**config.mk**
```make
export PLATFORM = sky130hd
export DESIGN_NAME = uart_frame_parser
export DESIGN_NICKNAME = d
export VERILOG_FILES = /design/src/rtl/uart_pkg.sv /design/src/rtl/frame_buf.sv /design/src/rtl/uart_frame_parser.sv
export SDC_FILE = /design/constraint.sdc
export NUM_CORES = 1
export LEC_CHECK = 0
export BUFFER_PORTS_ARGS = -buffer_cell sky130_fd_sc_hd__buf_2
export CELL_PAD_IN_SITES_DETAIL_PLACEMENT = 0
export CELL_PAD_IN_SITES_GLOBAL_PLACEMENT = 1
export CORE_UTILIZATION = 47
export DETAILED_ROUTE_END_ITERATION = 12
export HOLD_SLACK_MARGIN = 0.15
export PLACE_DENSITY_LB_ADDON = 0.1
export SETUP_SLACK_MARGIN = 0.4
export SLEW_MARGIN = 20
export SYNTH_ARGS = -nofsm -noshare
export SYNTH_HDL_FRONTEND = slang
export SYNTH_SLANG_ARGS = --single-unit
export TNS_END_PERCENT = 100
```
**constraint.sdc**
```tcl
create_clock -name clk -period 2.11 [get_ports clk]
set_clock_uncertainty 0.05 [all_clocks]
set_input_delay 0.1055 -clock clk [delete_from_list [all_inputs] [get_ports clk]]
set_output_delay 0.1055 -clock clk [all_outputs]
set_load 0.05 [all_outputs]
```
**src/rtl/uart_pkg.sv**
```systemverilog
// Shared definitions for the UART receive-side framer: FSM states,
// discard reason codes and the default start-of-frame marker.
package uart_pkg;

  typedef enum logic [2:0] {
    S_HUNT,
    S_LEN,
    S_PAYLOAD,
    S_CSUM,
    S_EMIT
  } state_e;

  localparam logic [1:0] ERR_NONE    = 2'd0;
  localparam logic [1:0] ERR_CSUM    = 2'd1;
  localparam logic [1:0] ERR_LEN     = 2'd2;
  localparam logic [1:0] ERR_TIMEOUT = 2'd3;

  localparam logic [7:0] SOF_DEFAULT = 8'hA5;

endpackage

```
**src/rtl/frame_buf.sv**
```systemverilog
// Payload buffer: MAX_LEN x 8 register array, one synchronous write
// port and one combinational read port. Contents are not reset.
module frame_buf #(
  parameter int unsigned MAX_LEN = 16,
  parameter int unsigned AW      = 4
) (
  input  logic          clk,
  input  logic          we_i,
  input  logic [AW-1:0] waddr_i,
  input  logic [7:0]    wdata_i,
  input  logic [AW-1:0] raddr_i,
  output logic [7:0]    rdata_o
);

  logic [7:0] mem_q [MAX_LEN];

  // Write port: store one payload byte per accepted write.
  always_ff @(posedge clk) begin
    if (we_i) mem_q[waddr_i] <= wdata_i;
  end

  assign rdata_o = mem_q[raddr_i];

endmodule

```
**src/rtl/uart_frame_parser.sv**
```systemverilog
// Byte-stream framer: hunts for SOF, captures a length-prefixed payload,
// verifies the XOR checksum and replays verified payloads downstream.
module uart_frame_parser
  import uart_pkg::*;
#(
  parameter logic [7:0]  SOF            = SOF_DEFAULT,
  parameter int unsigned MAX_LEN        = 16,
  parameter int unsigned TIMEOUT_CYCLES = 666
) (
  input  logic       clk,
  input  logic       rst_n,
  input  logic [7:0] rx_data,
  input  logic       rx_data_valid,
  output logic       rx_data_ready,
  output logic [7:0] out_data,
  output logic       out_valid,
  input  logic       out_ready,
  output logic       out_last,
  output logic       frame_done,
  output logic       err,
  output logic [1:0] err_code
);

  localparam int unsigned AW        = (MAX_LEN > 1) ? $clog2(MAX_LEN) : 1;
  localparam int unsigned TW        = $clog2(TIMEOUT_CYCLES);
  localparam logic [7:0]  MAX_LEN_B = 8'(MAX_LEN);
  localparam logic [TW-1:0] TO_LAST = TW'(TIMEOUT_CYCLES - 1);

  state_e        state_q, state_d;
  logic [7:0]    len_q, len_d;
  logic [7:0]    acc_q, acc_d;
  logic [7:0]    wr_q, wr_d;
  logic [7:0]    rd_q, rd_d;
  logic [TW-1:0] cnt_q, cnt_d;
  logic          err_q, err_d;
  logic [1:0]    code_q, code_d;
  logic          done_q, done_d;

  logic          accept;
  logic          buf_we;
  logic          emit_last;
  logic [7:0]    buf_rdata;

  frame_buf #(
    .MAX_LEN (MAX_LEN),
    .AW      (AW)
  ) u_buf (
    .clk     (clk),
    .we_i    (buf_we),
    .waddr_i (wr_q[AW-1:0]),
    .wdata_i (rx_data),
    .raddr_i (rd_q[AW-1:0]),
    .rdata_o (buf_rdata)
  );

  assign rx_data_ready = (state_q != S_EMIT);
  assign accept        = rx_data_valid && rx_data_ready;
  assign emit_last     = (rd_q == len_q - 8'd1);

  assign out_valid  = (state_q == S_EMIT);
  assign out_data   = out_valid ? buf_rdata : '0;
  assign out_last   = out_valid && emit_last;
  assign frame_done = done_q;
  assign err        = err_q;
  assign err_code   = code_q;

  // State, counters and registered status pulses.
  always_ff @(posedge clk or negedge rst_n) begin
    if (!rst_n) begin
      state_q <= S_HUNT;
      len_q   <= '0;
      acc_q   <= '0;
      wr_q    <= '0;
      rd_q    <= '0;
      cnt_q   <= '0;
      err_q   <= 1'b0;
      code_q  <= ERR_NONE;
      done_q  <= 1'b0;
    end else begin
      state_q <= state_d;
      len_q   <= len_d;
      acc_q   <= acc_d;
      wr_q    <= wr_d;
      rd_q    <= rd_d;
      cnt_q   <= cnt_d;
      err_q   <= err_d;
      code_q  <= code_d;
      done_q  <= done_d;
    end
  end

  // Next-state logic: framing, checksum, emit sequencing and timeout.
  always_comb begin
    state_d = state_q;
    len_d   = len_q;
    acc_d   = acc_q;
    wr_d    = wr_q;
    rd_d    = rd_q;
    err_d   = 1'b0;
    code_d  = code_q;
    done_d  = 1'b0;
    buf_we  = 1'b0;

    unique case (state_q)
      S_HUNT: begin
        if (accept && rx_data == SOF) begin
          state_d = S_LEN;
          wr_d    = '0;
          rd_d    = '0;
          acc_d   = '0;
        end
      end
      S_LEN: begin
        if (accept) begin
          len_d = rx_data;
          acc_d = rx_data;
          if (rx_data > MAX_LEN_B) begin
            state_d = S_HUNT;
            err_d   = 1'b1;
            code_d  = ERR_LEN;
          end else if (rx_data == 8'd0) begin
            state_d = S_CSUM;
          end else begin
            state_d = S_PAYLOAD;
          end
        end
      end
      S_PAYLOAD: begin
        if (accept) begin
          buf_we = 1'b1;
          wr_d   = wr_q + 8'd1;
          acc_d  = acc_q ^ rx_data;
          if (wr_q == len_q - 8'd1) state_d = S_CSUM;
        end
      end
      S_CSUM: begin
        if (accept) begin
          if (rx_data != acc_q) begin
            state_d = S_HUNT;
            err_d   = 1'b1;
            code_d  = ERR_CSUM;
          end else if (len_q != 8'd0) begin
            state_d = S_EMIT;
            rd_d    = '0;
          end else begin
            state_d = S_HUNT;
            done_d  = 1'b1;
          end
        end
      end
      S_EMIT: begin
        if (out_ready) begin
          rd_d = rd_q + 8'd1;
          if (emit_last) begin
            state_d = S_HUNT;
            done_d  = 1'b1;
          end
        end
      end
      default: state_d = S_HUNT;
    endcase

    // An accepted byte on the expiry cycle takes priority over the timeout.
    if ((state_q == S_LEN || state_q == S_PAYLOAD || state_q == S_CSUM) &&
        !accept && cnt_q == TO_LAST) begin
      state_d = S_HUNT;
      err_d   = 1'b1;
      code_d  = ERR_TIMEOUT;
    end

    if (accept || state_d != state_q ||
        !(state_q == S_LEN || state_q == S_PAYLOAD || state_q == S_CSUM)) begin
      cnt_d = '0;
    end else begin
      cnt_d = cnt_q + 1'b1;
    end
  end

endmodule

```
# Word level (Yosys, flattened, before mapping)
# Memories as Yosys holds them, arrays and structs flattened.
# Index checks and enable logic that the tools add are counted.
dict set report op_classes {
  addsub 4
  bitwise 1
  magnitude_cmp 1
  reduce_logical 23
  eq_ne 22
  muxes 48
}
# operator count
set op_table {}
lappend op_table {{$mux 8} 9}
lappend op_table {{$pmux 8 s3} 2}
lappend op_table {{$mux 3} 10}
lappend op_table {{$add 8x1->8 const B} 2}
lappend op_table {{$eq 8x8->1} 2}
lappend op_table {{$pmux 8 s2} 1}
lappend op_table {{$mux 1} 15}
lappend op_table {{$pmux 3 s5} 1}
lappend op_table {{$mux 2} 6}
lappend op_table {{$ne 2x2->1 const B} 6}
lappend op_table {{$ne 3x2->1 const B} 4}
lappend op_table {{$add 10x1->10 const B} 1}
lappend op_table {{$eq 10x10->1 const B} 1}
lappend op_table {{$mux 10} 1}
lappend op_table {{$reduce_bool 3->1} 3}
lappend op_table {{$eq 8x8->1 const B} 1}
lappend op_table {{$gt 8x5->1 const B} 1}
lappend op_table {{$logic_not 8->1} 1}
lappend op_table {{$ne 8x8->1} 1}
lappend op_table {{$reduce_bool 8->1} 1}
lappend op_table {{$sub 8x1->8 const B} 1}
lappend op_table {{$xor 8x8->8} 1}
lappend op_table {{$eq 3x2->1 const B} 2}
lappend op_table {{$reduce_and 6->1} 1}
lappend op_table {{16 further kinds} 25}
dict set report totals {
  ramBits 128
  word_cells 109
  in_bits 12
  mem_count 1
  regBits 49
}
# memory depth width rd rd_clocked_by_memory_dff write_ports line_no
set mem_list {}
lappend mem_list {u_buf.mem_q 16 8 1 0 1 frame_buf.sv:15} ;# logic [7:0] mem_q [MAX_LEN];

# Depth between registers and ports, before layout
dict set report depth {
  word_depth 10
  mapped_depth 9
  ltp_nobuf 8
}

# Modules after synthesis
# Synthesis repeated with hierarchy kept, for this count alone.
dict set report hier_totals {
  hier_cells 548
  area_unflattened_um2 7986.4
}
# mod area_per_inst_um2 seq_area_each_um2 instances cells_each
set modules_own_cells {}
lappend modules_own_cells {frame_buf 4987.3 3843.7 1 221}
lappend modules_own_cells {uart_frame_parser 2999.1 1226.2 1 327}

# Worst setup path after synthesis
# Ideal clock, no wire load.
dict set report synth_timing {
  kind {reg2reg}
  from {register state_q[1]}
  to {register rd_q[3]}
  arrival_time_ns 2.543
  path_slack_ns -0.561
  synth_period_minus_slack_ns 2.671
  required_time_ns 1.982
  setup_ns 0.078
  path_stages_with_launch 9
  path_cell_list {dfrtp_1 > buf_2 > nor2_1 > nand2_1 > inv_1 > clkbuf_1 > nand2_1 > or3_1 > a21oi_1}
}
dict set report synth_via {
  elab_chain_cells 5
  word_cells_on_any_way 14
}
# item line_no
set synth_rtl {}
lappend synth_rtl {{start: declaration} uart_frame_parser.sv:29} ;# state_e state_q, state_d;
lappend synth_rtl {{start signal: assignment} uart_frame_parser.sv:80} ;# state_q <= state_d;
lappend synth_rtl {{$ne 3x3->1 (*)} uart_frame_parser.sv:56} ;# assign rx_data_ready = (state_q != S_EMIT);
lappend synth_rtl {{via rx_data_ready} uart_frame_parser.sv:14} ;# output logic rx_data_ready,
lappend synth_rtl {{$logic_and 1x1->1 (*)} uart_frame_parser.sv:57} ;# assign accept = rx_data_valid && rx_data_ready;
lappend synth_rtl {{$logic_and 1x1->1} uart_frame_parser.sv:106} ;# if (accept && rx_data == SOF) begin
lappend synth_rtl {{$ne 2x2->1 (no source line)} n/a}
lappend synth_rtl {{$reduce_and 6->1 (no source line) (*)} n/a}
lappend synth_rtl {{end signal: assignment} uart_frame_parser.sv:84} ;# rd_q <= rd_d;
lappend synth_rtl {{end: declaration} uart_frame_parser.sv:33} ;# logic [7:0] rd_q, rd_d;
# Mark *: on every way through the listed nets, which the timed path passes. The rest lies on a longest branch.
# A chain may end at the register's enable or synchronous reset.

# Final worst setup path
dict set report layout_timing {
  from {register rd_q[0]}
  to {output port out_data[1]}
}
dict set report layout_via {
  elab_chain_cells 2
}
# item line_no
set layout_rtl {}
lappend layout_rtl {{$mem_v2 16x8} n/a}
lappend layout_rtl {{$mux 8} uart_frame_parser.sv:61} ;# assign out_data = out_valid ? buf_rdata : '0;
lappend layout_rtl {{end: declaration} uart_frame_parser.sv:15} ;# output logic [7:0] out_data,
# No other way between the ends.

==> results.toml <==
[detailed_routing]
avgRoutedWirePerCell_um = 21.94
drc = 0
viasPerCell = 5.604
initialDrtViolationCount = 513
wl_um = 20290
final_antenna_net_count = 0
vias = 5184
first_pass_iters = 5

[pwr]
power-per-cell-area_mw_per_mm2 = 817.0
power.leakage_nw = 4.143
ir_worst_vdd_v = 0.0007013

[synthesis]
synth_area_leaders = "edfxtp_1 49%, dfrtp_1 16%, mux4_2 11%, nor2_1 2.3%, xnor2_1 2.3%"
yosys.cell_count.top_type = "edfxtp_1"
yosysTopAreaCell = "edfxtp_1"
yosysWarnings = 0
mappedNetlistArea_mm2 = 0.007904
synth_area_per_cell_um2 = 15.00
synth.top_cell.area_share_pct = 48.63
synth_async_sr_flop_share_pct = 27.68
ys_ff_latch = 177
yosys-top-cells-count = "128 x edfxtp_1, 49 x dfrtp_1, 49 x nor2_1, 40 x mux4_2, 23 x nand2_1"
syn_nets = 547
synth_edf_count = 128
synth-seq-area-share_pct = 64.14
synth_ff_type = "edfxtp_1"
synth_cells = 527
yosysUniqueCellTypes = 47

[sta]
finalCritPeriodShare_pct = 125.6
hold_ws_ps = 176.1
hold_violations = 0
slew_headroom_pct = 55.36
period_minus_slack_ps = 2650
setup_viol = 15
max_freq_ghz = 0.3773
rsz0062_at_grt = "yes"
maxSlewViolCount = 0
setup_ws_ps = -540.4
worstMarginPinSlew_ps = 669.5

[clock_tree]
clkSinkCount = 177
clkLatencyLatePin_ps = 430
htreeDepth = 4
cts_tree = "done"
numCtsBuffers = 17
clock_path_buffers = 2
clkTransAtPathRegs_ps = 70
root_buffer = "clkbuf_16"

[status]
status = "complete, but fails checks"
violations = "setup timing"

[worst_setup_path]
end_kind = "output port"
crit_slowest_cell = "mux4_2"
critPathLaunchType = "flop"
cpMostUsedCell = "mux4_2"
cp_max_fo = 5
worstPathRequired_ps = 1950
path_cells = "buf_6 -> buf_16 -> mux4_2 -> mux4_2 -> and2_4 -> buf_8"
worstPathArrival_ps = 2490
slowest_delay_ps = 540
critPathKind = "reg2out"

[place]
dpl.cell_count = 819
hpwl_um = 12290
port_buffers = 26
gp_congestion = 0.8127

[global_routing]
groute.usage.overall_pct = 24.86
grt_start_max_net_pins = 37
grt_pass1_wl_um = 31350
grt_pass1_vias = 5330
globalRouteOverflowTotal = 0
antenna_found_initial = 0

[layout]
antennaDiodeCount = 0
final_layout_size_suffix_gt1_share_pct = 47.38
stdcell_count = 925
utilization_pct = 67.37
nets = 712
area_delta_synth_final_pct = 40.86

[floorplanning]
rows = 47
initial_core_util_pct = 47.83
core_mm2 = 0.01652
die_y_um = 131.7
die_w_um = 131.7
die_area_mm2 = 0.01734
io_pins = 27

[run]
cap_violations = 0

[min_path]
hold_path.class = "in2reg"
state kept, by name, indices dropped and copies added, names as in the netlist, 2 cells and up:
name	cells
err_code	2
acc_q	8
rd_q	8
cnt_q	10
u_buf.mem_q	128
state_q	3
wr_q	8
len_q	8
routing by layer:
metal	track usage, %	up-vias	share of wire [%]
met5	0	-	0
met4	6.460	0	1.0
met3	4.051	15	3.5
met2	38.18	122	48
met1	37.01	2703	47
li1	-	2344	-
where the power goes:
group          total, W  internal [W]  switching [W]
clock           0.00306       0.00166        0.00140
sequential      0.00385       0.00378      0.0000703
combinational   0.00218       0.00112        0.00106
total           0.00910       0.00656        0.00254
final timing paths:
check / endpoint / slack (ps) / startpoint / depth (start not counted)
max: out_data[1] / -540 / rd_q[0] / 6
min: u_buf.mem_q[9][7] / 180 / rx_data[7] / 2
max reg2reg: rd_q[6] / -170 / len_q[6] / 5
min reg2reg: cnt_q[0] / 440 / cnt_q[0] / 1
max in group asynchronous: state_q[1] / 1220 / rst_n / 3
min in group asynchronous: rd_q[3] / 190 / rst_n / 2
cells in the final DEF, fill, tap and decap left out, types with 14 or more instances in the layout:
cell	count
xor2_1	20
nor2_1	23
nand3_1	14
nor2_4	20
buf_2	15
dlygate4sd3_1	20
edfxtp_1	128
clkbuf_16	17
buf_12	24
nand2_1	15
buf_4	63
buf_6	36
dfrtp_1	47
mux4_2	40
xnor2_1	19
critical path, delay by kind of cell (launching register included):
family / cells / cell delay (ps)
muxes: 2 / 1020
buffers and inverters: 3 / 410
DFF: 1 / 470
and+or+nand+nor: 1 / 150
timing repair:
action / in CTS / in global routing
hold buffers: 19 / 1
gates cloned: 3 / 0
resized for setup: 129 / 47
setup buffers: 44 / 7
hold endpoints to repair: 164 / 1
pin swaps: 58 / 39
setup endpoints to repair: 178 / 187
metrics by stage:
step | cell area [µm²] | setup TNS [ps] | total power [W] | worst slack, ps
detailed placement | 9112 | -1587 | 0.005741 | -168.1
floorplan | 8238 | -341.3 | 0.005238 | -100.8
CTS | 10880 | -5200 | 0.009124 | -554.0
finish | 11130 | -5128 | 0.009096 | -540.4
global placement | 9112 | -1258 | 0.005722 | -193.9
global route | 11130 | -6334 | 0.009430 | -611.8
area by class of cell:
type	instances	area [µm²]
clock buffer	17	425.4
clock inverter	15	148.9
fill	1124	5391
inverter	13	51.30
multi-input combinational	315	3363
sequential	177	5072
tap	220	275.3
timing repair buffer	168	1797
logic make-up after synthesis:
group	share of synthesized area, %
AND/OR/NAND/NOR	10.10
AO/OA/AOI/OAI	4.448
multiplexers	13.53
flip-flops	64.14
XOR/XNOR	4.543
buffers and inverters	1.963
adder cells (fa/ha/maj)	1.266
No activity file was read; power rests on OpenSTA's default activity.
